===== src/rtl/mem_wb_stage.sv =====
// Memory + writeback stage: issues aligned load/store requests, waits for
// grant and load data, and drives the register file write port directly.
module mem_wb_stage (
  input  logic        clk_pi,
  input  logic        reset_pi,
  input  logic        ex_valid_pi,
  output logic        ex_ready_po,
  input  logic [4:0]  ex_rd_pi,
  input  logic        ex_regwrite_pi,
  input  logic        ex_is_load_pi,
  input  logic        ex_is_store_pi,
  input  logic [2:0]  ex_funct3_pi,
  input  logic [31:0] ex_alu_result_pi,
  input  logic [31:0] ex_store_data_pi,
  output logic        mem_req_po,
  output logic        mem_we_po,
  output logic [31:0] mem_addr_po,
  output logic [31:0] mem_wdata_po,
  output logic [3:0]  mem_wstrb_po,
  input  logic        mem_gnt_pi,
  input  logic        mem_rvalid_pi,
  input  logic [31:0] mem_rdata_pi,
  output logic [4:0]  destReg_po,
  output logic        we_po,
  output logic [31:0] writeData_po,
  output logic        misaligned_po
);

  localparam int unsigned XLEN   = 32;
  localparam int unsigned REG_AW = 5;
  localparam int unsigned STRB_W = 4;

  typedef enum logic [1:0] {IDLE, REQ, WAIT_RESP} state_e;

  state_e              state_q, state_d;
  logic                mem_req_q, mem_req_d;
  logic                mem_we_q, mem_we_d;
  logic [XLEN-1:0]     mem_addr_q, mem_addr_d;
  logic [XLEN-1:0]     mem_wdata_q, mem_wdata_d;
  logic [STRB_W-1:0]   mem_wstrb_q, mem_wstrb_d;
  logic [REG_AW-1:0]   dest_q, dest_d;
  logic                we_q, we_d;
  logic [XLEN-1:0]     wdata_q, wdata_d;
  logic                misaligned_q, misaligned_d;
  logic [REG_AW-1:0]   pend_rd_q, pend_rd_d;
  logic [2:0]          pend_f3_q, pend_f3_d;
  logic [1:0]          pend_off_q, pend_off_d;

  logic                accept;
  logic                is_mem;
  logic                illegal_f3;
  logic                misalign;
  logic [1:0]          off;
  logic [XLEN-1:0]     st_wdata;
  logic [STRB_W-1:0]   st_wstrb;
  logic [XLEN-1:0]     ld_data;
  logic [7:0]          ld_byte;
  logic [15:0]         ld_half;

  assign ex_ready_po = (state_q == IDLE) && !reset_pi;

  // Decode of the incoming op: legality, alignment and store lane placement
  always_comb begin
    accept     = ex_valid_pi && ex_ready_po;
    is_mem     = ex_is_load_pi || ex_is_store_pi;
    off        = ex_alu_result_pi[1:0];
    if (ex_is_load_pi) begin
      illegal_f3 = (ex_funct3_pi == 3'd3) || (ex_funct3_pi == 3'd6) ||
                   (ex_funct3_pi == 3'd7);
    end else begin
      illegal_f3 = (ex_funct3_pi > 3'd2);
    end
    misalign   = ((ex_funct3_pi[1:0] == 2'd1) && off[0]) ||
                 ((ex_funct3_pi[1:0] == 2'd2) && (off != 2'd0));
    st_wdata   = ex_store_data_pi;
    st_wstrb   = 4'b1111;
    case (ex_funct3_pi[1:0])
      2'd0: begin
        st_wdata = {4{ex_store_data_pi[7:0]}};
        st_wstrb = STRB_W'(4'b0001 << off);
      end
      2'd1: begin
        st_wdata = {2{ex_store_data_pi[15:0]}};
        st_wstrb = off[1] ? 4'b1100 : 4'b0011;
      end
      default: begin
        st_wdata = ex_store_data_pi;
        st_wstrb = 4'b1111;
      end
    endcase
  end

  // Load data extraction from the returned word using the pending op info
  always_comb begin
    ld_byte = 8'(mem_rdata_pi >> {pend_off_q, 3'b000});
    ld_half = pend_off_q[1] ? mem_rdata_pi[31:16] : mem_rdata_pi[15:0];
    case (pend_f3_q)
      3'd0:    ld_data = {{24{ld_byte[7]}}, ld_byte};
      3'd1:    ld_data = {{16{ld_half[15]}}, ld_half};
      3'd4:    ld_data = {24'd0, ld_byte};
      3'd5:    ld_data = {16'd0, ld_half};
      default: ld_data = mem_rdata_pi;
    endcase
  end

  // Next-state and next-output logic
  always_comb begin
    state_d      = state_q;
    mem_req_d    = mem_req_q;
    mem_we_d     = mem_we_q;
    mem_addr_d   = mem_addr_q;
    mem_wdata_d  = mem_wdata_q;
    mem_wstrb_d  = mem_wstrb_q;
    dest_d       = dest_q;
    we_d         = 1'b0;
    wdata_d      = wdata_q;
    misaligned_d = 1'b0;
    pend_rd_d    = pend_rd_q;
    pend_f3_d    = pend_f3_q;
    pend_off_d   = pend_off_q;

    case (state_q)
      IDLE: begin
        if (accept) begin
          if (!is_mem) begin
            dest_d  = ex_rd_pi;
            wdata_d = ex_alu_result_pi;
            we_d    = ex_regwrite_pi && (ex_rd_pi != '0);
          end else if (illegal_f3 || misalign) begin
            misaligned_d = 1'b1;
          end else begin
            state_d     = REQ;
            mem_req_d   = 1'b1;
            mem_we_d    = !ex_is_load_pi;
            mem_addr_d  = {ex_alu_result_pi[31:2], 2'b00};
            mem_wdata_d = ex_is_load_pi ? '0 : st_wdata;
            mem_wstrb_d = ex_is_load_pi ? '0 : st_wstrb;
            pend_rd_d   = ex_rd_pi;
            pend_f3_d   = ex_funct3_pi;
            pend_off_d  = off;
          end
        end
      end
      REQ: begin
        if (mem_gnt_pi) begin
          mem_req_d = 1'b0;
          mem_we_d  = 1'b0;
          state_d   = mem_we_q ? IDLE : WAIT_RESP;
        end
      end
      WAIT_RESP: begin
        if (mem_rvalid_pi) begin
          state_d = IDLE;
          dest_d  = pend_rd_q;
          wdata_d = ld_data;
          we_d    = (pend_rd_q != '0);
        end
      end
      default: state_d = IDLE;
    endcase
  end

  // State and output registers with synchronous reset
  always_ff @(posedge clk_pi) begin
    if (reset_pi) begin
      state_q      <= IDLE;
      mem_req_q    <= 1'b0;
      mem_we_q     <= 1'b0;
      mem_addr_q   <= '0;
      mem_wdata_q  <= '0;
      mem_wstrb_q  <= '0;
      dest_q       <= '0;
      we_q         <= 1'b0;
      wdata_q      <= '0;
      misaligned_q <= 1'b0;
      pend_rd_q    <= '0;
      pend_f3_q    <= '0;
      pend_off_q   <= '0;
    end else begin
      state_q      <= state_d;
      mem_req_q    <= mem_req_d;
      mem_we_q     <= mem_we_d;
      mem_addr_q   <= mem_addr_d;
      mem_wdata_q  <= mem_wdata_d;
      mem_wstrb_q  <= mem_wstrb_d;
      dest_q       <= dest_d;
      we_q         <= we_d;
      wdata_q      <= wdata_d;
      misaligned_q <= misaligned_d;
      pend_rd_q    <= pend_rd_d;
      pend_f3_q    <= pend_f3_d;
      pend_off_q   <= pend_off_d;
    end
  end

  assign mem_req_po    = mem_req_q;
  assign mem_we_po     = mem_we_q;
  assign mem_addr_po   = mem_addr_q;
  assign mem_wdata_po  = mem_wdata_q;
  assign mem_wstrb_po  = mem_wstrb_q;
  assign destReg_po    = dest_q;
  assign we_po         = we_q;
  assign writeData_po  = wdata_q;
  assign misaligned_po = misaligned_q;

endmodule


===== config.mk =====
export PLATFORM = sky130hd
export DESIGN_NAME = mem_wb_stage
export DESIGN_NICKNAME = d
export VERILOG_FILES = /design/src/rtl/mem_wb_stage.sv
export SDC_FILE = /design/constraint.sdc
export NUM_CORES = 1
export LEC_CHECK = 0
export ABC_CLOCK_PERIOD_IN_PS = 2100
export BUFFER_PORTS_ARGS = -buffer_cell sky130_fd_sc_hd__buf_4
export CAP_MARGIN = 5
export CORE_ASPECT_RATIO = 0.75
export CORE_MARGIN = 4
export CORE_UTILIZATION = 51
export CTS_BUF_LIST = sky130_fd_sc_hd__clkbuf_4 sky130_fd_sc_hd__clkbuf_8 sky130_fd_sc_hd__clkbuf_16
export CTS_CLUSTER_DIAMETER = 200
export CTS_CLUSTER_SIZE = 24
export DETAILED_ROUTE_END_ITERATION = 6
export GPL_TIMING_DRIVEN = 0
export PLACE_DENSITY = 0.85
export SLEW_MARGIN = 30
export SYNTH_ARGS = -nofsm -noshare
export SYNTH_HDL_FRONTEND = slang
export SYNTH_SLANG_ARGS = --single-unit

===== constraint.sdc =====
create_clock -name clk_pi -period 2.1 [get_ports clk_pi]
set_input_delay 0.21 -clock clk_pi [delete_from_list [all_inputs] [get_ports clk_pi]]
set_output_delay 0.21 -clock clk_pi [all_outputs]
set_load 0.005 [all_outputs]

## Yosys cells after proc, flatten, opt, wreduce, memory -nomap -nowiden

Index checks and enable logic that the tools add are counted.

- Register bits after elaboration: 119
- Word-level logic and storage cells: 98

- Magnitude comparators: 1
- Equality and inequality tests: 16
- Shifts and indexed selects: 2
- Multiplexer cells: 37
- Bitwise logic cells: 4
- Reductions and logical operators: 25

Operator list:

| cell | count |
|---|---|
| 32-bit 2-to-1 mux | 4 |
| 32-bit one-hot mux with 2 select lines | 2 |
| 32-bit one-hot mux with 4 select lines | 1 |
| 32-bit by 5-bit right shift with 8-bit output | 1 |
| 16-bit 2-to-1 mux | 1 |
| 5-bit 2-to-1 mux | 3 |
| 3-bit equality test (second input constant) | 4 |
| 1-bit 2-to-1 mux | 12 |
| 2-bit 2-to-1 mux | 6 |
| 2-bit inequality test (second input constant) | 6 |
| 5-bit one-hot mux with 2 select lines | 1 |
| 5-bit AND reduction | 2 |
| 5-bit nonzero test | 2 |
| 4-bit 2-to-1 mux | 2 |
| 4-bit one-hot mux with 2 select lines | 1 |
| 4-bit AND reduction | 2 |
| 1-bit one-hot mux with 2 select lines | 3 |
| 2-bit one-hot mux with 3 select lines | 1 |
| 2-bit nonzero test | 3 |
| 1-bit logical AND | 5 |
| 1-bit logical OR | 5 |
| 2-bit by 1-bit equality test with 1-bit output (second input constant) | 2 |
| 2-bit equality test (second input constant) | 2 |
| 2-bit zero test | 2 |
| other kinds (8) | 12 |

## Depth between registers and ports, before layout

Gate-level depths: netlist of the first run.

- Depth in word-level cells: 9
- Gate-level depth with buffers: 7
- Gate-level depth less buffers: 4

## Worst setup path after synthesis of the first run

No wires, ideal clock.

- Kind: register to register
- Start point: reg pend_off_q[1]
- End point: reg wdata_q[10] (netlist: writeData_po[10])
- Setup time: 0.149 ns
- Data arrival time: 1.582 ns
- Required time: 1.951 ns
- Slack: 0.369 ns
- Cell stages (with the launch flop): 6
- Cells stage by stage: dfxtp_1 buf_6 mux2i_2 o22ai_4 a211oi_4 a2111oi_2

- Word-level cells in the longest chain between the ends: 4
- Elaborated cells on any way between the ends: 5

RTL lines:

| item | RTL line | text |
|---|---|---|
| start, declared | 47 | `logic [1:0] pend_off_q, pend_off_d;` |
| start signal, assigned | 192 | `pend_off_q <= pend_off_d;` |
| 32-bit by 5-bit right shift with 8-bit output or 16-bit 2-to-1 mux (tied branches) | 95, 96 |  |
| 32-bit one-hot mux with 4 select lines (*) | 97 | `case (pend_f3_q)` |
| 32-bit 2-to-1 mux (*) | 152 | `if (mem_rvalid_pi) begin` |
| 32-bit one-hot mux with 2 select lines (*) | 122 | `case (state_q)` |
| end signal, assigned | 188 | `wdata_q <= wdata_d;` |
| end, declared | 43 | `logic [XLEN-1:0] wdata_q, wdata_d;` |

Mark *: on every way between the ends. The rest lies on a longest branch, timed or not. The select of a mux whose other input is x is not followed.
A chain may end at the register's enable or synchronous reset.

## Final worst setup path of the first run

- Start point: reg state_q[1]
- End point: out ex_ready_po

- Word-level cells in the longest chain between the ends: 2

RTL lines:

| item | RTL line | text |
|---|---|---|
| start, declared | 35 | `state_e state_q, state_d;` |
| start signal, assigned | 180 | `state_q <= state_d;` |
| 2-bit zero test | 60 | `assign ex_ready_po = (state_q == IDLE) && !reset_pi;` |
| 1-bit logical AND | 60 |  |
| end, declared | 7 | `output logic ex_ready_po,` |

No other way between the ends.

==> results.txt, run 1 <==
The tools report the detailed-route wire length as 24500 µm. The run gives 0 as the initial antenna violation count. Across the VDD grid, the largest voltage drop is 0.000578 V.

Setup repair after global routing left no endpoint under its margin. In this run the horizontal extent of the chip is 137 µm. Max-slew headroom at the worst pin: 58.9%.

In the final layout, the multi-input gates occupy 3580 µm². The final period utilization works out to 97.4%. The slack of the critical path is 0.0542 ns. The root buffer cell chosen for the clock tree is clkbuf_16. The register bit total from synthesis was 119; the biggest fanout along the worst timing path was 10.

The logs give 37.2% for the sequential fraction of design power and 52.2% for the initial core utilization. Of the cells placed in the final design, the portion with a size suffix greater than 1 is 35.9%. The worst path needs 2.05 ns of the cycle, external delays included. The count of maximum capacitance violations was 0; the number of buffers created by CTS was 17. The clock-pin slew of the registers on the worst-case setup and hold paths was 0.06 ns. The number of placed instances, taps included, is 1135. After technology mapping, the gate count stands at 749. After the first detailed-routing iteration, the DRC count stood at 876. Sequential elements use 37.2% of the synthesized area.

The internal portion of the total power is 4610 µW. For this design the top-level I/O count stands at 222. The signal on the critical path passes through clkbuf_2 -> buf_2 -> nor3_1 -> buf_4. Proportion of netlist area held by the largest area contributor: 37.2%. The path type of the worst min-delay path was in -> reg.

The number of I/O port buffers was 219. The combined flip-flop and latch cell area is 2380 µm², and the via-per-instance ratio is 6.15. Number of flops mapped to enable cells by yosys: 0. The via count of the first global-routing pass came out at 6748. For this design the ratio of total power to cell area is 712 nW/µm². By area the synthesized netlist is led by dfxtp_1 (37%), a21oi_1 (7.7%), o21ai_0 (7.0%).

The cell taking the most area after synthesis is dfxtp_1. Kind of critical path: reg -> out. Slowest cell on the critical path: dfxtp_1. Before CTS, the worst setup slack after placement is -0.000431 ns.

The logs give 0 for the total congestion overflow and 1.84 ns for the data arrival time at the worst-slack endpoint. The combinational group share of total power was 14.7%. The run gives 0 ns as the post-route setup TNS. The clock tree synthesis step divided the H-tree into 4 levels.

Setup violations remaining at the end of the flow were counted as 0. The netlist uses 56 different library cells. In the final design database the tool counted 1101 nets.

The count of endpoints failing hold in the final timing report was 0; the largest net degree at the start of global routing was 17. Row generation in the floorplan step produced 35 rows. The logs give 0.00756 ns for the final clock skew and 48.2% for the clock group share of total power. Data on the critical path is required at its endpoint by 1.89 ns. The congestion estimate from routability-driven global placement came to 0.943.

The logs give 0 for the remaining number of nets flagged by the antenna check after routing and 0 for the Yosys warning count. For the pin with the worst max-slew slack, the measured transition is 0.616 ns. Global routing consumed, over all layers together, 33.0% of the routing resources. STA classifies the critical path endpoint as an output port. Once layout is complete, the utilization of the core stands at 72.5%. The clock latency on the worst-skew pair came out at 0.42 ns.

The clock sink total is 119, and the worst stage delay on the critical path is 0.52 ns. In the synthesized netlist the dominant register cell turns out to be dfxtp_1. The placed instances occupy a cell area of 8250 µm². Yosys instantiated no cell more often than dfxtp_1. The diode insertion count for antenna repair came out at 0.

By count the netlist is led by dfxtp_1 (119), a21oi_1 (98), o21ai_0 (90). The logs give 8890 µm² for the cell area after layout and 984 for the number of inserted filler cells in the final layout. The run finished with clean final reports.

The synthesized area per cell is 8.54 µm², and the via count is 7185. The synthesis-to-finish area growth is 38.9%. The floorplan step defined a die boundary enclosing 14400 µm². The max-slew violation total from the final report came out at 0. The tools report the nature of the critical path startpoint as a flop. Core box area: 12300 µm². The tools report the post-synthesis cell area as 6400 µm².

Of all flip-flops after synthesis, the portion carrying an async set or reset was 0%. The maximum root-to-sink buffer count was 2; the routed wire length per instance was 21.0 µm. The total leakage power was 0.00357 µW; the timing-limited maximum frequency was 0.489 GHz. Placed wire-length estimate: 18300 µm. The first global-routing pass estimated 37400 µm of wire.

Net switching is 27.1% of the power. TritonCTS built the clock tree. The die is 105 µm tall.

For this run, the number of standard cells in the final layout without fillers is 1168. For this run, the detailed router's first-pass iteration total came to 5. For the number of DRC violations after detailed routing, the log shows 0. The analysis attributes to net switching a power of 1710 µW.
## repair_timing
item                                    CTS  global route
hold buffers                              0             0
pin swaps                                 0             0
setup buffers                             1             0
endpoints found under the hold margin     0             0
resized for setup                         2             7
endpoints found under the setup margin    6            60
## cells in the final DEF (no fill, tap or decap), drive strengths merged, types with 4 or more instances in the layout
cell type and count:
or4 6, inv 13, mux2 23, nor2b 10, a21oi 99, buf 253
nand3b 26, nand2b 13, nand2 22, nor3b 7, nor2 50, a311oi 5
dfxtp 119, a211oi 10, a21bo 7, o21ai 93, clkbuf 68, a2111oi 8
clkinv 8, nand4 32, nand3 42, nor4 4, o41ai 18, a221oi 23
mux2i 17
## critical path, delay by kind of cell, from the launching register on
| kind | cells | cell delay (ns) |
|---|---|---|
| simple gates | 1 | 0.10 |
| flops | 1 | 0.52 |
| buf+inv | 3 | 0.79 |
## metal layers
| metal | GRT usage (%) | up-vias | part of all wire (%) |
|---|---|---|---|
| met3 | 11.2 | 46 | 13 |
| li1 | - | 3276 | - |
| met2 | 47.7 | 474 | 42 |
| met4 | 8.33 | 0 | 1.9 |
| met1 | 47.0 | 3389 | 43 |
| met5 | 0 | - | 0 |
## logic make-up after synthesis
kind of cell | after synthesis | synth area share (%)
AOI/OAI and AO/OA | 274 | 30.0
and+or+nand+nor | 219 | 18.9
DFF | 119 | 37.2
other | 1 | 0.0586
buffers and inverters | 96 | 7.00
muxes | 40 | 6.77
## path summary, 6_finish.rpt
path | start | cells past startpoint | slack (ns) | endpoint
min | ex_alu_result_pi[18] | 3 | 0.05 | mem_addr_po[18]
min reg2reg | mem_req_po | 2 | 0.47 | mem_req_po
max reg2reg | pend_off_q[1] | 5 | 0.07 | writeData_po[9]
max | state_q[1] | 4 | 0.05 | ex_ready_po
## layout make-up
class                           count  area share (%)
Clock buffer                       18            4.94
Multi-Input combinational cell    535            40.2
Clock inverter                     14            1.97
Timing Repair Buffer              220            18.6
Sequential cell                   119            26.8
Tap cell                          166            2.34
Inverter                           13           0.549
Buffer                             83            4.56
## stage by stage
| stage | hold WS, ns | total power [µW] |
|---|---|---|
| after detailed placement | 0.457 | 3290 |
| final | 0.0539 | 6320 |
| after global placement | 0.446 | 3280 |
| after floorplan | 0.358 | 2840 |
| after CTS | 0.0557 | 6290 |
| after global routing | 0.0646 | 6480 |
## flip-flops by register name, summed over array words and instances, names as in the netlist, 2 cells and up
register	flops
destReg_po	5
mem_addr_po	30
mem_wdata_po	32
mem_wstrb_po	4
pend_f3_q	3
pend_off_q	2
pend_rd_q	5
state_q	2
writeData_po	32
## power groups by stage
stage / logic, µW / registers (µW) / clock network (µW)
finish: 927 / 2350 / 3050
global route: 986 / 2350 / 3140
CTS: 900 / 2350 / 3040
detailed placement: 892 / 2400 / 0
global placement: 886 / 2390 / 0
floorplan: 440 / 2400 / 0
Power figures use the tool's default switching activity.
==> run 2: changes to the inputs <==
--- a/config.mk
+++ b/config.mk
@@ -10,13 +10,13 @@
 export CAP_MARGIN = 5
 export CORE_ASPECT_RATIO = 0.75
 export CORE_MARGIN = 4
-export CORE_UTILIZATION = 51
+export CORE_UTILIZATION = 35
 export CTS_BUF_LIST = sky130_fd_sc_hd__clkbuf_4 sky130_fd_sc_hd__clkbuf_8 sky130_fd_sc_hd__clkbuf_16
 export CTS_CLUSTER_DIAMETER = 200
 export CTS_CLUSTER_SIZE = 24
 export DETAILED_ROUTE_END_ITERATION = 6
 export GPL_TIMING_DRIVEN = 0
-export PLACE_DENSITY = 0.85
+export PLACE_DENSITY_LB_ADDON = 0.3
 export SLEW_MARGIN = 30
 export SYNTH_ARGS = -nofsm -noshare
 export SYNTH_HDL_FRONTEND = slang
==> run 2 against run 1 <==
  * Die area rose by 42%
  * Sequential power about the same
  * Via count down 2.5%
  * Global-route usage decreased by 8.5 points
  * Critical path depth did not move
  * Clock skew grew 0.0040 ns
  * Worst hold slack improved by 0.0035 ns
  * Critical path type unchanged
  * Critical endpoint unchanged
  * Largest cell class unchanged
==> results.txt, run 2 (synthesized netlist as in run 1, its figures left out) <==
Following the worst setup path forward leads to its endpoint at ex_ready_po. TritonCTS built the clock tree. Max-slew violation total from the final report: 0 (unchanged).

STA classifies the critical path endpoint as an output port. The count of maximum capacitance violations is 0 (unchanged), and the net count of the finished layout is 1103 (+0.18%). The total leakage power was 0.00358 µW (+0.27%).

The share of post-route cells with drive strength above 1 works out to 36.0% (about the same). The startpoint of the tightest hold check path is ex_alu_result_pi[29]. The tools report the number of placement rows as 42 (+20%). For the placed wire-length estimate, the log shows 19900 µm (+8.9%). The final critical delay including setup and external delays is 2.00 ns (-0.0420 ns), and the clock sink total is 119 (unchanged). For the max-slew headroom at the worst pin, the log shows 53.3% (-5.6 points). Tracing the worst setup path back leads to its startpoint at state_q[1]. The worst stage delay on the critical path is 0.40 ns (-0.12 ns). For the diode insertion count for antenna repair, the log shows 0 (unchanged). The final period utilization was 95.4% (-2.0 points). Path type of the worst min-delay path: in -> reg. The logs give 0.0116 ns (+0.00402 ns) for the final clock skew and 0 (unchanged) for the count of endpoints failing setup in the final report.

The final estimated routing congestion in global placement is 0.919 (-2.5%), and the largest net degree at the start of global routing is 17 (unchanged). The number of buffers created by CTS was 17 (unchanged). The run gives 606 (-31%) as the count of routing violations after the opening detailed-route iteration. Detailed-router iteration count before antenna repair: 5 (unchanged). Terminus of the critical flop-to-flop path: writeData_po[14]. Worst setup slack for register-to-register paths: 0.11 ns (+0.04 ns).

For the data arrival time at the worst-slack endpoint, the log shows 1.79 ns (-0.05 ns). The nature of the critical path startpoint was a flop. The number of I/O port buffers was 219 (unchanged). The routed wire length per instance works out to 20.8 µm (-0.97%). The setup path with the least slack is of type reg -> out. The vertical extent of the die is 125 µm (+19%).

In this run the clock root is driven by a clkbuf_16. The worst endpoint required time came out at 1.89 ns (about the same). The via-per-instance ratio is 5.62 (-8.6%). For the total congestion overflow, the log shows 0 (unchanged). The run gives 6380 µW (+0.85%) as the final total power. The total global-route track usage is 24.5% (-8.5 points). The tools report the count of boundary I/O pins as 222 (unchanged). The logs give 35.9% (-16 points) for the initial core utilization and 39300 µm (+5.1%) for the global-route wire length before repair. For the via count of the first global-routing pass, the log shows 6716 (-0.47%).

Timing-limited maximum frequency: 0.499 GHz (+2.1%). In the layout the commonest cells are buf_4 (226), dfxtp_1 (119), a21oi_1 (98). The maximum root-to-sink buffer count is 2 (unchanged).

The die outline area was 20500 µm² (+42%); the synthesis-to-finish area growth was 40.9%. The width of the chip was 164 µm (+20%); the count of endpoints failing hold in the final timing report was 0 (unchanged). Walking the worst path, the cells encountered are clkbuf_4 -> clkbuf_2 -> nor3_1 -> buf_4. The count of H-tree levels built during CTS was 4 (unchanged). The logs give 17800 µm² (+45%) for the core box area and 7005 (-2.5%) for the via count. The maximum vdd drop came out at 0.000457 V (-21%). The clock-pin slew of the registers on the worst-case setup and hold paths came out at 0.06 ns (about the same). The end-of-flow core utilization was 50.6% (-22 points).

Most common cell after layout, fill and taps aside: buf_4. For this design, the slowest cell found on the critical path is dfxtp_1. The measured slew at the worst slew-check pin works out to 0.700 ns (+0.0840 ns).

The tools report the critical register-to-register path startpoint as state_q[0]. The flow ran to the end, and the final reports show no timing, DRC or antenna violations. The worst-case reg-to-reg path depth is 6 (+1), and the detailed-route wire length is 25900 µm (+5.6%). Number of hold buffers added after CTS: 0 (unchanged). The clock latency on the worst-skew pair was 0.43 ns (about the same); the remaining number of nets flagged by the antenna check after routing was 0 (unchanged). The number of DRC violations after detailed routing came out at 0 (unchanged). The total power per unit cell area is 708 nW/µm² (-0.57%).

The biggest fanout along the worst timing path is 10 (unchanged). Setup repair after global routing could not meet its margin everywhere. The initial antenna violation count came out at 0 (unchanged).
-- run 2: changes by cell type in the layout (fill, tap and decap cells not counted), sizes merged --
cell and delta:
clkbuf +1, inv +1, clkinv -2, buf +2
-- run 2: worst min-delay path by stage --
stage,endpoint,cells past startpoint
2_1_floorplan,mem_addr_po[10],2
3_3_place_gp,mem_req_po,2
3_5_place_dp,mem_req_po,2
4_1_cts,mem_addr_po[19],3
5_1_grt,mem_addr_po[19],3
6_report,mem_addr_po[29],3
-- run 2: metal layers --
metal,wire length (µm),up-vias,track usage [%]
met5,0,-,0
met3,2860,22,7.86
met2,10600,322,34.3
li1,-,3280,-
met4,339,0,5.23
met1,12100,3381,36.6
-- run 2: area by class of cell --
| class | count | area (µm²) |
|---|---|---|
| clock buffer | 19 | 447 |
| fill | 1761 | 8800 |
| buffer | 83 | 407 |
| clock inverter | 13 | 170 |
| inverter | 13 | 48.8 |
| timing repair buffer | 222 | 1680 |
| sequential | 119 | 2380 |
| multi-input combinational | 535 | 3580 |
| tap | 242 | 303 |
-- run 2: where the power goes --
part           switching, µW  internal (µW)
combinational            545            393
sequential              33.1           2320
clock                   1170           1920
-- run 2: repair_timing --
action | 4_1_cts | 5_1_grt
buffers inserted | 2 | 1
endpoints found under the setup margin | 62 | 17
gates resized for setup | 3 | 6
pin swaps | 0 | 1
-- run 2: through the flow --
stage               hold WS (ns)  setup TNS, ns  worst slack [ns]  cells  area [µm²]
detailed placement         0.460          -2.72           -0.0849   1211        8350
global placement           0.447          -1.81           -0.0809   1211        8350
global route              0.0476        -0.0107          -0.00526   1246        9010
floorplan                  0.358              0             0.369    750        6400
finish                    0.0574              0            0.0962   1246        9010
CTS                       0.0479              0            0.0722   1245        8990
-- run 2: worst max-delay path: cells and delay by family (launching register included) --
family | cells | cell delay, ns
DFF | 1 | 0.40
buffers and inverters | 3 | 0.65
and+or+nand+nor | 1 | 0.32
==> run 3: changes to the inputs <==
--- a/config.mk
+++ b/config.mk
@@ -10,7 +10,7 @@
 export CAP_MARGIN = 5
 export CORE_ASPECT_RATIO = 0.75
 export CORE_MARGIN = 4
-export CORE_UTILIZATION = 35
+export CORE_UTILIZATION = 51
 export CTS_BUF_LIST = sky130_fd_sc_hd__clkbuf_4 sky130_fd_sc_hd__clkbuf_8 sky130_fd_sc_hd__clkbuf_16
 export CTS_CLUSTER_DIAMETER = 200
 export CTS_CLUSTER_SIZE = 24
==> run 3 against run 2 <==
  * Combinational power decreased by 1%
  * Final cell count decreased by 6.1%
  * Non-clock buffer count unchanged
  * Worst hold slack improved by 0.0069 ns
  * Sequential share of layout area increased by 0.20 points
  * Design area decreased by 0.74%
  * Highest routed layer unchanged
==> results.txt, run 3 (synthesized netlist as in run 1, its figures left out) <==
The run finished with clean final reports. The tightest hold margin was 0.0643 ns (+0.00693 ns); the number of hold buffers added after CTS was 0 (unchanged). Final critical delay including setup and external delays: 2.01 ns (+0.00976 ns). Buffer type at the clock tree root: clkbuf_16. The initial antenna violation count came out at 0 (unchanged).

The clock latency on the worst-skew pair was 0.42 ns (about the same); the final period utilization was 95.9% (+0.46 points). The run gives 12300 µm² (-31%) as the core box area. Tracing the worst setup path back leads to its startpoint at state_q[0]. The via-per-instance ratio was 6.05 (+7.7%).

The nature of the critical path startpoint was a flop. The clock sink total is 119 (unchanged). The final estimated routing congestion in global placement was 0.983 (+7.0%); the maximum vdd drop was 0.000699 V (+53%).

The final cell count without fillers is 1170 (-6.1%), and the via count of the first global-routing pass is 6536 (-2.7%). The tools report the placed wire-length estimate as 18100 µm (-9.0%). The total length of routed met2 wires was 10100 µm (-4.8%); the total global-route track usage was 32.7% (+8.2 points). Routed signal wires occupy layers up through met4. The vertical extent of the die is 105 µm (-16%). The measured slew at the worst slew-check pin came out at 0.688 ns (-0.0120 ns).

The total power per unit cell area works out to 724 nW/µm² (+2.4%). The largest net degree at the start of global routing came out at 17 (unchanged). The path type of the worst min-delay path is in -> reg. The logs give 0 (unchanged) for the diode insertion count for antenna repair and 5 (unchanged) for the detailed-router iteration count before antenna repair.

The total length of routed met3 wires is 3070 µm (+7.3%). The count of H-tree levels built during CTS was 4 (unchanged); the die outline area was 14400 µm² (-30%). The share of post-route cells with drive strength above 1 works out to 36.2% (+0.20 points). The number of placement rows was 35 (-17%). The kind of critical path is reg -> reg. The detailed-route wire length was 24200 µm (-6.5%); the total leakage power was 0.00360 µW (+0.69%). The final clock skew was 0.00882 ns (-0.00276 ns); the synthesis-to-finish area growth was 39.9%. Number of inserted filler cells in the final layout: 977 (-45%).

The initial core utilization was 52.2% (+16 points). The worst setup path is captured at a flop. The net count of the finished layout was 1103 (unchanged); the met1 wire length was 10500 µm (-13%). Maximum root-to-sink buffer count: 2 (unchanged). The routed wire length per instance was 20.7 µm (-0.44%).

The worst register-to-register path begins at state_q[0]. The width of the chip is 137 µm (-16%). The slack of the critical path was 0.0864 ns (-0.00976 ns). The data arrival time at the worst-slack endpoint was 2.36 ns (+0.57 ns). The global-route wire length before repair is 36600 µm (-6.9%), and the total congestion overflow is 0 (unchanged).

The max-slew headroom at the worst pin was 53.9% (+0.63 points); the remaining number of nets flagged by the antenna check after routing was 0 (unchanged). For the count of routing violations after the opening detailed-route iteration, the log shows 812 (+34%). Worst endpoint required time: 2.44 ns (+0.55 ns). The count of maximum capacitance violations is 0 (unchanged), and the via count is 7082 (+1.1%). The worst hold path begins at ex_alu_result_pi[24]. The timing-limited maximum frequency came out at 0.497 GHz (-0.48%).

The logs give 0 (unchanged) for the count of endpoints failing setup in the final report and 1135 (-6.3%) for the placed cell count. The count of boundary I/O pins is 222 (unchanged). The library cell used most frequently in the layout, excluding fill and tap cells, is buf_4.

Number of buffers created by CTS: 17 (unchanged). The post-route setup TNS was 0 ns (unchanged). Number of DRC violations after detailed routing: 0 (unchanged).

The biggest fanout along the worst timing path came out at 10 (unchanged). The number of I/O port buffers is 219 (unchanged). The run gives 6480 µW (+1.6%) as the final total power.

TritonCTS built the clock tree. The max-slew violation total from the final report came out at 0 (unchanged). The top cell types in the final layout, fill and taps aside, are buf_4 (226), dfxtp_1 (119), a21oi_1 (98). The count of endpoints failing hold in the final timing report was 0 (unchanged); the worst setup slack before clock tree synthesis was -0.0253 ns (+0.0596 ns). The clock-pin slew of the registers on the worst-case setup and hold paths came out at 0.06 ns (about the same).
==> run 3: layer usage <==
layer	vias to the layer above	global-route usage, %
met1	3324	47.0
li1	3284	-
met4	0	9.05
met5	-	0
met3	51	12.1
met2	423	45.5
==> run 3: final timing paths <==
kind	endpoint	slack, ns	cells after the start
min	mem_addr_po[24]	0.06	3
min reg2reg	mem_req_po	0.47	2
max reg2reg	pend_f3_q[0]	0.09	6
max	pend_f3_q[0]	0.09	6
==> run 3: through the flow <==
stage                     instance area [µm²]  util (%)
final                                    8950      73.0
after global routing                     8950      73.0
after CTS                                8900      72.6
after detailed placement                 8250      67.3
after global placement                   8250      67.3
after floorplan                          6400         -
==> run 3: repair_timing <==
action                                 in CTS  in global routing
cloned                                      0                  0
buffers inserted                            0                  3
endpoints found under the hold margin       0                  0
gates resized for setup                     3                  8
pin swaps                                   0                  1
setup endpoints to repair                  14                 32
==> run 3: layout make-up <==
class	count	area (µm²)	area share, %
clock buffer	17	425	4.76
multi-input combinational	535	3580	40.0
inverter	13	48.8	0.545
clock inverter	15	215	2.41
tap	166	208	2.32
sequential	119	2380	26.6
timing repair buffer	222	1680	18.8
buffer	83	405	4.53
==> run 3: where the power goes <==
group / internal [µW] / switching (µW) / leakage [µW]
clock network: 2020 / 1190 / 0.000315
registers: 2320 / 32.6 / 0.000963
logic: 393 / 536 / 0.00232
total: 4730 / 1750 / 0.00360
==> run 3: worst max-delay path: stages (launching register included) <==
cell     delay, ns
dfxtp_1       0.30
buf_2         0.17
nor4_2        0.51
buf_2         0.35
buf_2         0.27
nand3_1       0.16
a21oi_1       0.18
